===== config.mk =====
export PLATFORM = sky130hd
export DESIGN_NAME = fetch_stage_flat
export DESIGN_NICKNAME = d
export VERILOG_FILES = /design/src/rtl/fetch_stage_if.sv /design/src/rtl/fetch_stage.sv /design/src/flat_wrapper.sv
export SDC_FILE = /design/constraint.sdc
export NUM_CORES = 1
export LEC_CHECK = 0
export ABC_CLOCK_PERIOD_IN_PS = 2700
export CORE_MARGIN = 5
export CORE_UTILIZATION = 40
export DETAILED_ROUTE_END_ITERATION = 10
export DONT_BUFFER_PORTS = 1
export PLACE_DENSITY = 0.52
export SLEW_MARGIN = 20
export SYNTH_ARGS = -nofsm -noshare
export SYNTH_HDL_FRONTEND = slang
export SYNTH_SLANG_ARGS = --single-unit

===== constraint.sdc =====
create_clock -name clk -period 2.7 [get_ports clk]
set_input_delay 0.54 -clock clk [delete_from_list [all_inputs] [get_ports clk]]
set_output_delay 0.54 -clock clk [all_outputs]
set_load 0.01 [all_outputs]

===== src/rtl/fetch_stage_if.sv =====
// Fetch-stage bus bundle: hazard-unit controls, decode redirects,
// instruction-memory port and the IF/ID register outputs.
interface fetch_stage_if;
   logic        stall_f;
   logic        stall_d;
   logic        flush_d;
   logic        pc_src_d;
   logic [31:0] pc_branch_d;
   logic        jump_d;
   logic [25:0] jump_target_d;
   logic [31:0] imem_addr;
   logic [31:0] imem_data;
   logic [31:0] instr_d;
   logic [31:0] pc_plus1_d;
   logic        valid_d;
   logic [31:0] fetch_count;
   logic [31:0] stall_count;

   // Fetch stage side
   modport master (
      input  stall_f, stall_d, flush_d, pc_src_d, pc_branch_d, jump_d,
             jump_target_d, imem_data,
      output imem_addr, instr_d, pc_plus1_d, valid_d, fetch_count, stall_count
   );

   // Surrounding pipeline / memory side
   modport slave (
      output stall_f, stall_d, flush_d, pc_src_d, pc_branch_d, jump_d,
             jump_target_d, imem_data,
      input  imem_addr, instr_d, pc_plus1_d, valid_d, fetch_count, stall_count
   );
endinterface


===== src/rtl/fetch_stage.sv =====
// MIPS instruction-fetch stage: word-indexed PC, IF/ID register and
// fetch/stall performance counters. All addresses are word indices.
module fetch_stage #(
   parameter logic [31:0] RESET_PC   = 32'd0,
   parameter int unsigned IMEM_DEPTH = 256
) (
   input  logic          clk,
   input  logic          reset_n,
   fetch_stage_if.master bus
);

   // IMEM_DEPTH is a power of two, so wrapping is a simple mask
   localparam logic [31:0] ADDR_MASK = 32'(IMEM_DEPTH - 32'd1);

   logic [31:0] pc_q,          pc_d;
   logic [31:0] ifid_instr_q,  ifid_instr_d;
   logic [31:0] ifid_pp1_q,    ifid_pp1_d;
   logic        ifid_valid_q,  ifid_valid_d;
   logic [31:0] fetch_cnt_q,   fetch_cnt_d;
   logic [31:0] stall_cnt_q,   stall_cnt_d;

   logic [31:0] pc_plus1_s;
   logic        redirect_s;
   logic        flush_s;

   // Next-PC selection: jump beats branch, any redirect beats stall_f
   always_comb begin
      pc_plus1_s = (pc_q + 32'd1) & ADDR_MASK;
      redirect_s = bus.jump_d | bus.pc_src_d;
      pc_d       = pc_q;
      if (bus.jump_d) begin
         pc_d = {ifid_pp1_q[31:26], bus.jump_target_d} & ADDR_MASK;
      end else if (bus.pc_src_d) begin
         pc_d = bus.pc_branch_d & ADDR_MASK;
      end else if (bus.stall_f) begin
         pc_d = pc_q;
      end else begin
         pc_d = pc_plus1_s;
      end
   end

   // IF/ID next state: a redirect squashes the wrong-path fetch like flush_d
   always_comb begin
      flush_s      = bus.flush_d | redirect_s;
      ifid_instr_d = ifid_instr_q;
      ifid_pp1_d   = ifid_pp1_q;
      ifid_valid_d = ifid_valid_q;
      fetch_cnt_d  = fetch_cnt_q;
      if (flush_s) begin
         ifid_instr_d = 32'd0;
         ifid_pp1_d   = 32'd0;
         ifid_valid_d = 1'b0;
      end else if (bus.stall_d) begin
         ifid_instr_d = ifid_instr_q;
         ifid_pp1_d   = ifid_pp1_q;
         ifid_valid_d = ifid_valid_q;
      end else begin
         ifid_instr_d = bus.imem_data;
         ifid_pp1_d   = pc_plus1_s;
         ifid_valid_d = 1'b1;
         fetch_cnt_d  = fetch_cnt_q + 32'd1;
      end
   end

   // Stall counter: a redirected cycle is not a stalled cycle
   always_comb begin
      if (bus.stall_f && !redirect_s) begin
         stall_cnt_d = stall_cnt_q + 32'd1;
      end else begin
         stall_cnt_d = stall_cnt_q;
      end
   end

   // State registers with asynchronous active-low reset
   always_ff @(posedge clk or negedge reset_n) begin
      if (!reset_n) begin
         pc_q         <= RESET_PC;
         ifid_instr_q <= 32'd0;
         ifid_pp1_q   <= 32'd0;
         ifid_valid_q <= 1'b0;
         fetch_cnt_q  <= 32'd0;
         stall_cnt_q  <= 32'd0;
      end else begin
         pc_q         <= pc_d;
         ifid_instr_q <= ifid_instr_d;
         ifid_pp1_q   <= ifid_pp1_d;
         ifid_valid_q <= ifid_valid_d;
         fetch_cnt_q  <= fetch_cnt_d;
         stall_cnt_q  <= stall_cnt_d;
      end
   end

   assign bus.imem_addr   = pc_q;
   assign bus.instr_d     = ifid_instr_q;
   assign bus.pc_plus1_d  = ifid_pp1_q;
   assign bus.valid_d     = ifid_valid_q;
   assign bus.fetch_count = fetch_cnt_q;
   assign bus.stall_count = stall_cnt_q;

endmodule


===== src/flat_wrapper.sv =====
// flat-port wrapper written by rule: the top's interface ports become plain ports
module fetch_stage_flat 
#(
   parameter logic [31:0] RESET_PC   = 32'd0,
   parameter int unsigned IMEM_DEPTH = 256
)
  (clk, reset_n, bus_stall_f, bus_stall_d, bus_flush_d, bus_pc_src_d, bus_pc_branch_d, bus_jump_d, bus_jump_target_d, bus_imem_data, bus_imem_addr, bus_instr_d, bus_pc_plus1_d, bus_valid_d, bus_fetch_count, bus_stall_count);
  fetch_stage_if bus_i ();
  input  logic clk;
  input  logic reset_n;
  input wire logic [$bits(bus_i.stall_f)-1:0] bus_stall_f;
  input wire logic [$bits(bus_i.stall_d)-1:0] bus_stall_d;
  input wire logic [$bits(bus_i.flush_d)-1:0] bus_flush_d;
  input wire logic [$bits(bus_i.pc_src_d)-1:0] bus_pc_src_d;
  input wire logic [$bits(bus_i.pc_branch_d)-1:0] bus_pc_branch_d;
  input wire logic [$bits(bus_i.jump_d)-1:0] bus_jump_d;
  input wire logic [$bits(bus_i.jump_target_d)-1:0] bus_jump_target_d;
  input wire logic [$bits(bus_i.imem_data)-1:0] bus_imem_data;
  output wire logic [$bits(bus_i.imem_addr)-1:0] bus_imem_addr;
  output wire logic [$bits(bus_i.instr_d)-1:0] bus_instr_d;
  output wire logic [$bits(bus_i.pc_plus1_d)-1:0] bus_pc_plus1_d;
  output wire logic [$bits(bus_i.valid_d)-1:0] bus_valid_d;
  output wire logic [$bits(bus_i.fetch_count)-1:0] bus_fetch_count;
  output wire logic [$bits(bus_i.stall_count)-1:0] bus_stall_count;
  assign bus_i.stall_f = bus_stall_f;
  assign bus_i.stall_d = bus_stall_d;
  assign bus_i.flush_d = bus_flush_d;
  assign bus_i.pc_src_d = bus_pc_src_d;
  assign bus_i.pc_branch_d = bus_pc_branch_d;
  assign bus_i.jump_d = bus_jump_d;
  assign bus_i.jump_target_d = bus_jump_target_d;
  assign bus_i.imem_data = bus_imem_data;
  assign bus_imem_addr = bus_i.imem_addr;
  assign bus_instr_d = bus_i.instr_d;
  assign bus_pc_plus1_d = bus_i.pc_plus1_d;
  assign bus_valid_d = bus_i.valid_d;
  assign bus_fetch_count = bus_i.fetch_count;
  assign bus_stall_count = bus_i.stall_count;
  fetch_stage #(.RESET_PC(RESET_PC), .IMEM_DEPTH(IMEM_DEPTH)) u_core (.clk(clk), .reset_n(reset_n), .bus(bus_i));
endmodule

==> reports/metrics.csv, run 1 <==
metric,value,unit
cts.repair.resized,0,
critical_path.cell_chain,"and4_1, and4_1, and4_1, xor2_1",
fp.coreArea,0.0133,mm2
worst_r2r_endpoint,u_core.bus.fetch_count[14],
cts_root_buf,sky130_fd_sc_hd__clkbuf_16,
avgViaCountPerCell,5.13,
route.met2.wl,6140,um
wirelength_met1,4940,um
cp_common_cell,sky130_fd_sc_hd__and4_1,
cap_violations,0,
setup.reg_to_reg.worst_slack,850,ps
synthesis.instances,514,
cts_setup_buffers,0,
syn_avg_cell_area,10.7,um2
post_route_cells_drive_above_1_share,7.22,%
setup_violations,0,
synth_common_cells,"sky130_fd_sc_hd__dfrtp_1 (113), sky130_fd_sc_hd__xnor2_1 (58), sky130_fd_sc_hd__nor2_1 (53)",
vias_after_detailed_routing,3603,
worst_setup_slack_after_placement,565,ps
synth.area.top_cells,"sky130_fd_sc_hd__dfrtp_1 (51%), sky130_fd_sc_hd__xnor2_1 (9.2%), sky130_fd_sc_hd__buf_4 (6.8%), sky130_fd_sc_hd__mux2i_1 (6.2%), sky130_fd_sc_hd__nor2_1 (3.6%)",
yosys.cell_count.top_type,sky130_fd_sc_hd__dfrtp_1,
grt_overflow,0,
ios,258,
cts_num_sinks,113,
synth.cell_area,0.00551,mm2
grt_antenna_before_repair,0,
final_critical_path_setup_slack,850,ps
tritoncts_clock_tree,built,
fin_crit,1850,ps
areaGrowthSynthToFinish,9.43,%
reported_leakage_power,2.80,nW
wl_per_cell,17.9,um
grt_pass1_vias,3565,
worstSkewPairLatency,400,ps
first_pass_iters,4,
synthDistinctLibCells,36,
outcome,finished with violations,
highest-signal-layer,met4,
finalWirelength,12600,um
critPathBufInv,0,
seq_area_frac_synth,51.3,%
worst-setup-path-type,flip-flop to flip-flop,
dp_hpwl,8900,um
dieWidth,127,um
drc,0,
grt_max_degree,114,
synth_enable_flop_cells,0,
worstPathRequired,3030,ps
timing.clock.skew,4.25,ps
hold_viol_final,113,
htree_levels,4,
yosys_most_used_dff,sky130_fd_sc_hd__dfrtp_1,
worstRegToRegCells,4,
io_buffers,0,
kind_of_path_behind_the_tightest_hold_check,input port to asynchronous set/reset pin,
cts.clk_slew.worst_paths,50,ps
peakVddDrop,554,uV
design.die.area,0.0162,mm2
fin_util,45.2,%
postSynthRegisterBits,113,
finalCritPeriodShare,68.5,%
setup.worst_path.end_class,flip-flop,
floorplan.initialDensity,41.3,%
rows,42,
cp_delay_by_family_top,simple AND/OR/NAND/NOR gates,
number_of_drc_markers_after_the_initial_detailed_route_iteration,163,
netlist.top_cell.by_area,sky130_fd_sc_hd__dfrtp_1,
die_y,127,um
routed-wl-met3,1330,um
power.density,721,mW/mm2
hold-worst-slack,-172,ps
grtUsageTotal,15.6,%
last_weighted_congestion_value_of_the_routability_driven_placer,0.794,
setup_tns,0,ps
failed_checks,negative hold slack,
rr_startpoint,u_core.bus.fetch_count[2],
slowest_stage,sky130_fd_sc_hd__and4_1,
timing.critical_path.from_type,flip-flop,
async_flop_share,100,%
worst_slew_pin_slew,523,ps
grt_first_pass_wirelength,19900,um
timing.fmax,541,MHz
relSlewSlack,65.1,%
post_route_antenna_net_violation_count,0,
worst-endpoint-arrival,2180,ps
max-clock-path-buffers,2,
critPathMaxStageDelay,550,ps
maxSlewViolCount,0,
nets,614,
synthDominantCellAreaShare,51.3,%
nFillCells,1266,
grt_setup_unrepaired,false,
antenna_cells,0,
crit_fanout,12,
yosys_warnings,0,
cts_buffers,17,
[cell families (layout without fill, tap and decap cells)]
family	after synthesis	count (layout)	synth area share [%]
xor+xnor	69	69	11.0
fa+ha+maj	3	3	0.682
mux	36	36	6.59
buf+inv	78	43	9.06
flops	113	113	51.3
compound gates	27	27	2.95
simple gates	187	187	18.3
other cells	1	48	0.0681
[power breakdown]
group          total, mW  internal [mW]  switching, mW  leakage [nW]
logic              0.246          0.114          0.133         0.975
clock network       2.14           1.42          0.723         0.281
registers           1.96           1.78          0.178          1.54
[state kept, by name, summed over array words and instances (netlist names)]
register                cells
u_core.bus.pc_plus1_d       8
u_core.bus.fetch_count     32
u_core.bus.imem_addr        8
u_core.bus.stall_count     32
u_core.bus.valid_d          1
u_core.bus.instr_d         32
[how the worst max path moves through the flow]
stage                            endpoint  slack [ps]                 startpoint  cells after the start
3_5_place_dp   u_core.bus.fetch_count[14]         560               bus_pc_src_d                      4
2_1_floorplan  u_core.bus.stall_count[17]         820                 bus_jump_d                      6
6_report       u_core.bus.fetch_count[14]         850  u_core.bus.fetch_count[2]                      4
4_1_cts        u_core.bus.fetch_count[14]         820  u_core.bus.fetch_count[2]                      4
3_3_place_gp   u_core.bus.fetch_count[14]         570               bus_pc_src_d                      4
5_1_grt        u_core.bus.fetch_count[31]         700  u_core.bus.fetch_count[2]                      4
[through the flow]
stage                     power, mW  area, um2  cells
after floorplan                2.22       5680    561
after global placement         2.23       5460    671
after detailed placement       2.24       5460    671
after CTS                      4.41       6030    702
after global routing           4.55       6030    702
final                          4.35       6030    702
[final cells by class]
cell class              instances  area (um2)  share of cell area, %
multi-input cells             370        2360                   39.1
clock buffers                  25         485                   8.05
flip-flops and latches        113        2830                   46.9
repair buffers                  3        22.5                  0.374
well taps                     176         220                   3.65
inverters                       9        33.8                  0.561
clock inverters                 6        80.1                   1.33
[placed cells by master, fill, tap and decap left out, drive strengths merged]
master / n
inv: 9
nor2: 54
buf: 3
and4bb: 1
nand4: 27
conb: 48
and4b: 1
xnor2: 58
and3: 12
nor4: 5
o21ai: 6
a311oi: 2
a22o: 1
a21o: 1
or3b: 1
and2: 8
a21oi: 13
nand3: 31
nor3: 9
and4: 9
xor2: 11
clkbuf: 25
clkinv: 4
a211oi: 1
mux2i: 34
ha: 3
or3: 3
mux2: 2
nand2: 26
a221oi: 3
bufinv: 2
dfrtp: 113
[layer usage]
| metal | vias up | GRT usage [%] |
|---|---|---|
| met5 | - | 0 |
| met4 | 0 | 6.12 |
| met3 | 10 | 7.85 |
| met2 | 156 | 24.3 |
| met1 | 1764 | 18.5 |
| li1 | 1673 | - |
(Power assumes the default switching activity.)
==> inputs of run 2 (changes only) <==
ABC_CLOCK_PERIOD_IN_PS = 1700   (was 2700)
PLACE_DENSITY = 0.54   (was 0.52)
clock period = 1.7 ns   (was 2.7 ns; I/O delays follow)
==> reports/metrics.csv, run 2 (synthesized netlist as in run 1, its figures left out) <==
metric,value,unit,change
outcome,finished with violations,,
failed_checks,negative hold slack,,
post_route_cells_drive_above_1_share,14.4,%,+7.1 points
max-clock-path-buffers,2,,unchanged
total_chip_power,7.38,mW,+70%
cts_buffers,17,,unchanged
worst-endpoint-arrival,1880,ps,-300 ps
global_route.peak_usage_layer,met2,,
final_critical_path_setup_slack,112,ps,-738 ps
cts.clk_slew.worst_paths,50,ps,about the same
grt_antenna_before_repair,0,,unchanged
io_buffers,0,,unchanged
first_pass_iters,4,,unchanged
crit_fanout,11,,-1
kind_of_path_behind_the_tightest_hold_check,input port to asynchronous set/reset pin,,
reported_leakage_power,3.02,nW,+7.9%
setup.reg_to_reg.worst_slack,110,ps,-740 ps
setup.worst_path.end_class,flip-flop,,
fin_crit,1590,ps,-262 ps
floorplan.initialDensity,41.3,%,unchanged
dieWidth,127,um,unchanged
grtUsageTotal,15.6,%,about the same
layout.cells.most_common_list,"sky130_fd_sc_hd__dfrtp_1 (112), sky130_fd_sc_hd__xnor2_1 (58), sky130_fd_sc_hd__nor2_1 (53)",,
nFillCells,1246,,-1.6%
worst_setup_slack_after_placement,51.3,ps,-513 ps
worst-setup-path-type,flip-flop to flip-flop,,
worstPathRequired,1990,ps,-1040 ps
wl_per_cell,17.1,um,-4.8%
tritoncts_clock_tree,built,,
globalRouteMet3Util,7.55,%,-0.29 points
hold_viol_final,113,,unchanged
grt_pass1_vias,3655,,+2.5%
ios,258,,unchanged
number_of_drc_markers_after_the_initial_detailed_route_iteration,192,,+18%
peakVddDrop,559,uV,+0.89%
antenna_cells,0,,unchanged
rows,42,,unchanged
dp_hpwl,9030,um,+1.5%
cap_violations,0,,unchanged
cts_root_buf,sky130_fd_sc_hd__clkbuf_16,,
htree_levels,4,,unchanged
timing.clock.skew,6.79,ps,+2.54 ps
drc,0,,unchanged
cts_num_sinks,113,,unchanged
placed_area,0.00576,mm2,+5.5%
setup_tns,0,ps,unchanged
fp.coreArea,0.0133,mm2,unchanged
hold-worst-slack,-373,ps,-201 ps
worstSkewPairLatency,400,ps,about the same
rr_startpoint,u_core.bus.stall_count[0],,
finalWirelength,12600,um,+0.37%
globalRouteMet2Util,24.6,%,+0.28 points
maxSlewViolCount,0,,unchanged
design.die.area,0.0162,mm2,unchanged
grt_setup_unrepaired,false,,
die_y,127,um,unchanged
grt_max_degree,114,,unchanged
areaGrowthSynthToFinish,16.0,%,
finalCritPeriodShare,93.4,%,+25 points
timing.critical_path.from_type,flip-flop,,
worstSetupStartpoint,u_core.bus.stall_count[0],,
power.density,1160,mW/mm2,+60%
vias_after_detailed_routing,3683,,+2.2%
grtUsageMet1,18.9,%,+0.46 points
timing.fmax,630,MHz,+16%
final_common_cell,sky130_fd_sc_hd__dfrtp_1,,
avgViaCountPerCell,4.98,,-3.0%
grt_overflow,0,,unchanged
grt_first_pass_wirelength,19900,um,unchanged
post_route_antenna_net_violation_count,0,,unchanged
last_weighted_congestion_value_of_the_routability_driven_placer,0.792,,-0.21%
setup_violations,0,,unchanged
fin_area,0.00639,mm2,+6.0%
nets,651,,+6.0%
## run 2: stage by stage
step                cells  util (%)
floorplan             561         -
global placement      708      43.2
detailed placement    708      43.2
CTS                   740      47.8
global route          740      47.9
finish                740      47.9
## run 2: final cells by class
| type | instances | area [um2] | share of cell area, % |
|---|---|---|---|
| clock buffers | 21 | 460 | 7.21 |
| clock inverters | 11 | 160 | 2.51 |
| inverters | 9 | 33.8 | 0.529 |
| multi-input cells | 370 | 2360 | 36.9 |
| flip-flops and latches | 113 | 2830 | 44.3 |
| well taps | 176 | 220 | 3.45 |
| repair buffers | 40 | 325 | 5.09 |
## run 2: worst paths after layout
kind                                                   end  depth (start not counted)
worst max-delay path             u_core.bus.stall_count[6]                          5
worst min-delay path              u_core.bus.pc_plus1_d[0]                          0
worst max register to register   u_core.bus.stall_count[6]                          5
worst min register to register  u_core.bus.stall_count[31]                          1
max in group asynchronous       u_core.bus.stall_count[18]                          0
min in group clk                   u_core.bus.imem_addr[7]                          1
## run 2: where the power goes
group          leakage [nW]  total, mW  internal [mW]  switching (mW)
registers              1.54       2.95           2.83           0.125
logic                  1.18      0.694          0.299           0.396
clock network         0.303       3.74           2.51            1.22
total                  3.02       7.38           5.64            1.74
## run 2: repair_timing
action                                  CTS  global route
resized for setup                         0             2
setup buffers                             0             0
endpoints found under the setup margin    0            11
endpoints found under the hold margin   113           113
## run 2: worst max-delay path: stages, from the launching register on
cell and delay [ps]:
sky130_fd_sc_hd__dfrtp_1 380, sky130_fd_sc_hd__ha_1 190, sky130_fd_sc_hd__and4bb_2 260, sky130_fd_sc_hd__and2_2 290, sky130_fd_sc_hd__and3_1 220, sky130_fd_sc_hd__xor2_1 130
## run 2: layer usage
metal,wire [um],part of all wire [%],vias up
met1,5160,41,1774
met4,133,1.1,0
met5,0,0,-
met3,1260,10,13
li1,-,-,1747
met2,6070,48,149
